[config.mk]
export PLATFORM = sky130hd
export DESIGN_NAME = fifo_word_packer
export DESIGN_NICKNAME = d
export VERILOG_FILES = /design/src/rtl/fifo_word_packer.sv
export SDC_FILE = /design/constraint.sdc
export NUM_CORES = 1
export LEC_CHECK = 0
export CAP_MARGIN = 20
export CORE_MARGIN = 2
export CORE_UTILIZATION = 45
export DETAILED_ROUTE_END_ITERATION = 8
export DONT_BUFFER_PORTS = 1
export PLACE_DENSITY = 0.66
export SLEW_MARGIN = 20
export SYNTH_ARGS = -nofsm -noshare
export SYNTH_HDL_FRONTEND = slang
export SYNTH_SLANG_ARGS = --single-unit
[constraint.sdc]
create_clock -name clk -period 4.9 [get_ports clk]
set_input_delay 0.98 -clock clk [delete_from_list [all_inputs] [get_ports clk]]
set_output_delay 0.98 -clock clk [all_outputs]
set_load 0.02 [all_outputs]
[src/rtl/fifo_word_packer.sv]
// Packs WORDS consecutive entries from a show-ahead FIFO read port into one wide
// word, presented on a registered valid/ready stream; flush emits a partial word.
module fifo_word_packer #(
    parameter int unsigned WIDTH = 4,
    parameter int unsigned WORDS = 2,
    parameter int unsigned CW    = $clog2(WORDS + 1)
) (
    input  logic                   clk,
    input  logic                   rst_n,
    input  logic                   empty,
    input  logic [WIDTH-1:0]       rdata,
    output logic                   re,
    input  logic                   flush,
    output logic                   out_valid,
    input  logic                   out_ready,
    output logic [WIDTH*WORDS-1:0] out_data,
    output logic [CW-1:0]          out_count
);

    typedef enum logic [0:0] {StCollect, StHold} state_e;

    state_e                 state_q, state_d;
    logic [CW-1:0]          cnt_q, cnt_d;
    logic [CW-1:0]          count_q, count_d;
    logic [WIDTH*WORDS-1:0] data_q, data_d;
    logic                   capture;

    assign capture   = re;
    assign out_data  = data_q;
    assign out_count = count_q;

    always_ff @(posedge clk or negedge rst_n) begin
        if (!rst_n) begin
            state_q <= StCollect;
        end else begin
            state_q <= state_d;
        end
    end

    always_ff @(posedge clk or negedge rst_n) begin
        if (!rst_n) begin
            cnt_q   <= '0;
            count_q <= '0;
            data_q  <= '0;
        end else begin
            cnt_q   <= cnt_d;
            count_q <= count_d;
            data_q  <= data_d;
        end
    end

    always_comb begin
        state_d = state_q;
        cnt_d   = cnt_q;
        count_d = count_q;
        data_d  = data_q;
        unique case (state_q)
            StCollect: begin
                if (capture) begin
                    data_d[int'(cnt_q) * int'(WIDTH) +: WIDTH] = rdata;
                end
                if (capture && (cnt_q == CW'(WORDS - 1))) begin
                    state_d = StHold;
                    count_d = CW'(WORDS);
                    cnt_d   = '0;
                end else if (flush && (capture || (cnt_q != '0))) begin
                    // Slots above the last capture are still zero from the previous clear.
                    state_d = StHold;
                    count_d = cnt_q + CW'(capture);
                    cnt_d   = '0;
                end else if (capture) begin
                    cnt_d = cnt_q + CW'(1);
                end
            end
            StHold: begin
                if (out_ready) begin
                    state_d = StCollect;
                    count_d = '0;
                    data_d  = '0;
                end
            end
            default: state_d = StCollect;
        endcase
    end

    always_comb begin
        re        = (state_q == StCollect) & ~empty & rst_n;
        out_valid = (state_q == StHold);
    end

endmodule

==> results by group <==
Logic synthesis
  – Synth Cell Area: around 800 um^2
  – Adder-cell share of the synthesized area: under 10%
  – Synthesis warning total: 0
  – Synth Area in XOR/XNOR: 1.10%
  – Post-synthesis simple-gate area fraction: a little over a fifth
  – Synth area leaders: dfrtp_1 (41%), mux2i_1 (8.8%), ha_1 (7.8%), mux2_1 (5.6%), nor3b_1 (3.8%)
  – Largest family of logic cells by synthesized area: simple AND/OR/NAND/NOR gates
  – Multiplexer share of the synthesized area: between 10 and 15%
  – Yosys top cell by area: dfrtp_1
  – Count of cell types in the netlist: 27
  – Net Count, Synth: 84
  – Post-synth top area share: 40.8%
  – Post-synthesis cell count: 70
  – Avg Cell Area, Syn: between 10 and 15 um^2
  – Seq cells post-synth: 13
  – Compound-Gate Fraction of Synth Area: 9.72%
  – Register area share after synthesis: just over 40%

Timing
  – FMAX: between 400 and 500 MHz
  – Skew final: ~1.4 ps
  – Total Neg Setup Slack: 0 ps
  – Rel. slew slack: approximately 57%
  – Final period util: 49.9%
  – RSZ-0062 raised after global routing: no
  – Hold Fails Final Rpt: 0
  – Max Slew Vio Count: 0
  – Final setup vio count: 0
  – Min cycle time layout: between 2000 and 2500 ps
  – Measured slew at the worst slew-check pin: about 650 ps
  – Worst setup margin: about 2500 ps

Finish
  – Final std cells w/o fill: 90
  – Final core occ: between 40% and 50%
  – Share of cells above drive strength 1: between 10% and 20%
  – Fillcell total: roughly 160
  – Commonest non-fill, non-tap cells in the layout: dfrtp_1 (13), mux2i_1 (7), inv_1 (6)
  – Final net count: 88
  – Area growth, synth to finish: 4.55%
  – Most common cell after layout, fill and taps aside: dfrtp_1
  – Ant diodes: 0

Clock tree
  – Post-CTS Setup Bufs: 0
  – H-tree depth: 1
  – Clock slew at reported path FFs: about 80 ps
  – Post_cts resized: 0
  – Worst-skew pair later-pin latency: roughly 270 ps
  – CTS Root Cell: clkbuf_4
  – Cts hold-fix bufs: 0
  – CTS Buffer Depth: 2
  – CTS Sinks: 13
  – CTS tree: done
  – CTS buffer count: 3

Placed design
  – Setup WS pre-CTS: 2480 ps
  – Port Buffers: 0
  – Placed Cells: 86
  – Gpl congestion: ~0.77
  – HPWL after DPL: 1.08 mm

Global routing
  – Number of global-route vias before repair: approximately 480
  – Gr usage total: ~16%
  – Largest net degree at the start of global routing: 18
  – Global route total overflow: 0
  – Initial antenna violation count: 0
  – First-pass GRT wire length: about 2.2 mm

Worst hold path
  – Hold WC Path Type: in2async

Floorplan
  – Die area: 0.00213 mm^2
  – # rows: 15
  – Initial Util: a little under half
  – Die Ht: between 40 and 50 um
  – Core Area: about 0.0017 mm^2
  – Die width: 46.1 um
  – I/O pins: 21

Worst setup path
  – WP data required: between 3000 and 4000 ps
  – Data arrival, critical path: approximately 1500 ps
  – Critical path endpoint category: output pin
  – CP top delay family: flip-flops
  – Kind of critical path: reg2out
  – Slowest CP cell: dfrtp_1
  – Crit Path Max Fanout: 12
  – Worst path buffer plus inverter count: 0
  – CP Launch Type: flip-flop
  – Worst-path cell chain: nor3b_4
  – Max stage delay on crit path: ~630 ps

Status
  – Status: finished clean

Pwr
  – Leak pwr: 0.385 nW
  – Worst VDD drop: between 200 and 300 uV
  – PnR Total Power: ~0.48 mW
  – Pwr/cell area: around 580 mW/mm^2

Route
  – Via count: between 400 and 500
  – Vias/cell: about 5.5
  – 1st-pass router iterations: 2
  – Final ANT Viol Nets: 0
  – Final Routed Wirelength: between 1 and 1.5 mm
  – DR WL/cell: 15.8 um
  – Starting DRC count in detailed routing: 7
  – DRC Markers: 0

Job
  – # Max-Cap Violations: 0
-- per-layer routing --
metal  track usage (%)  up-vias  wire [um]
li1                  -      255          -
met1              20.0      229        673
met2              21.9       10        661
met3              5.88        2         63
met4              10.3        0         23
met5                 0        -          0
-- synth_stat cells --
master,count
dfrtp_1,13
mux2i_1,7
inv_1,6
ha_1,5
nand2_1,5
mux2_1,4
nor3b_1,4
a21oi_1,3
a21boi_2,2
nand4b_1,2
nor2_1,2
nor2b_1,2
a21boi_0,1
a32o_1,1
buf_6,1
nand2_4,1
nand2b_1,1
nand3_1,1
nand4bb_1,1
nor3_1,1
nor3b_4,1
nor4b_4,1
o21bai_1,1
o22ai_1,1
o31a_1,1
or2b_1,1
xor2_1,1
-- where the power goes --
group / internal [mW] / total, mW / switching, mW
registers: 0.139 / 0.219 / 0.0796
logic: 0.0934 / 0.195 / 0.101
clock network: 0.0315 / 0.0665 / 0.0350
total: 0.264 / 0.480 / 0.216
-- worst paths after layout --
path	slack (ps)	to	from	cells past startpoint
max in group asynchronous	4440	cnt_q[0]$_DFFE_PN0P_	rst_n	0
worst min-delay path	390	out_data[0]$_DFFE_PN0P_	rst_n	0
worst max register to register	2990	out_count[1]$_DFFE_PN0P_	out_valid$_DFF_PN0_	5
min in group clk	560	cnt_q[1]$_DFFE_PN0P_	cnt_q[1]$_DFFE_PN0P_	1
worst min register to register	560	cnt_q[1]$_DFFE_PN0P_	cnt_q[1]$_DFFE_PN0P_	1
worst max-delay path	2460	re	out_valid$_DFF_PN0_	1
-- logic make-up (layout without fill, tap and decap cells) --
| family | count (synthesis) | after routing |
|---|---|---|
| AND/OR/NAND/NOR | 23 | 23 |
| flip-flops | 13 | 13 |
| multiplexers | 11 | 11 |
| AO/OA/AOI/OAI | 10 | 10 |
| buffers and inverters | 7 | 10 |
| adder cells (fa/ha/maj) | 5 | 5 |
| XOR/XNOR | 1 | 1 |
-- per-stage QoR --
stage          hold WS, ps  instance area (um^2)
2_1_floorplan          507                   798
3_3_place_gp           534                   808
3_5_place_dp           541                   808
4_1_cts                382                   835
5_1_grt                371                   835
6_report               392                   835
-- worst reg2reg max path: stages (launching register included) --
cell     delay (ps)
dfrtp_1         630
nor3b_4         570
ha_1            250
xor2_1          170
a21oi_1          70
mux2i_1         160
-- state kept, by name, indices dropped and copies added (netlist names) --
register,cells
cnt_q,2
out_valid,1
out_count,2
out_data,8
-- area by class of cell --
cell class | instances | area (um^2) | share of cell area (%)
Sequential cell | 13 | 325 | 39.0
Clock buffer | 4 | 26.3 | 3.15
Tap cell | 17 | 21.3 | 2.55
Multi-Input combinational cell | 50 | 439 | 52.6
Inverter | 6 | 22.5 | 2.70
Note: power is estimated with default switching activity, not from simulation.
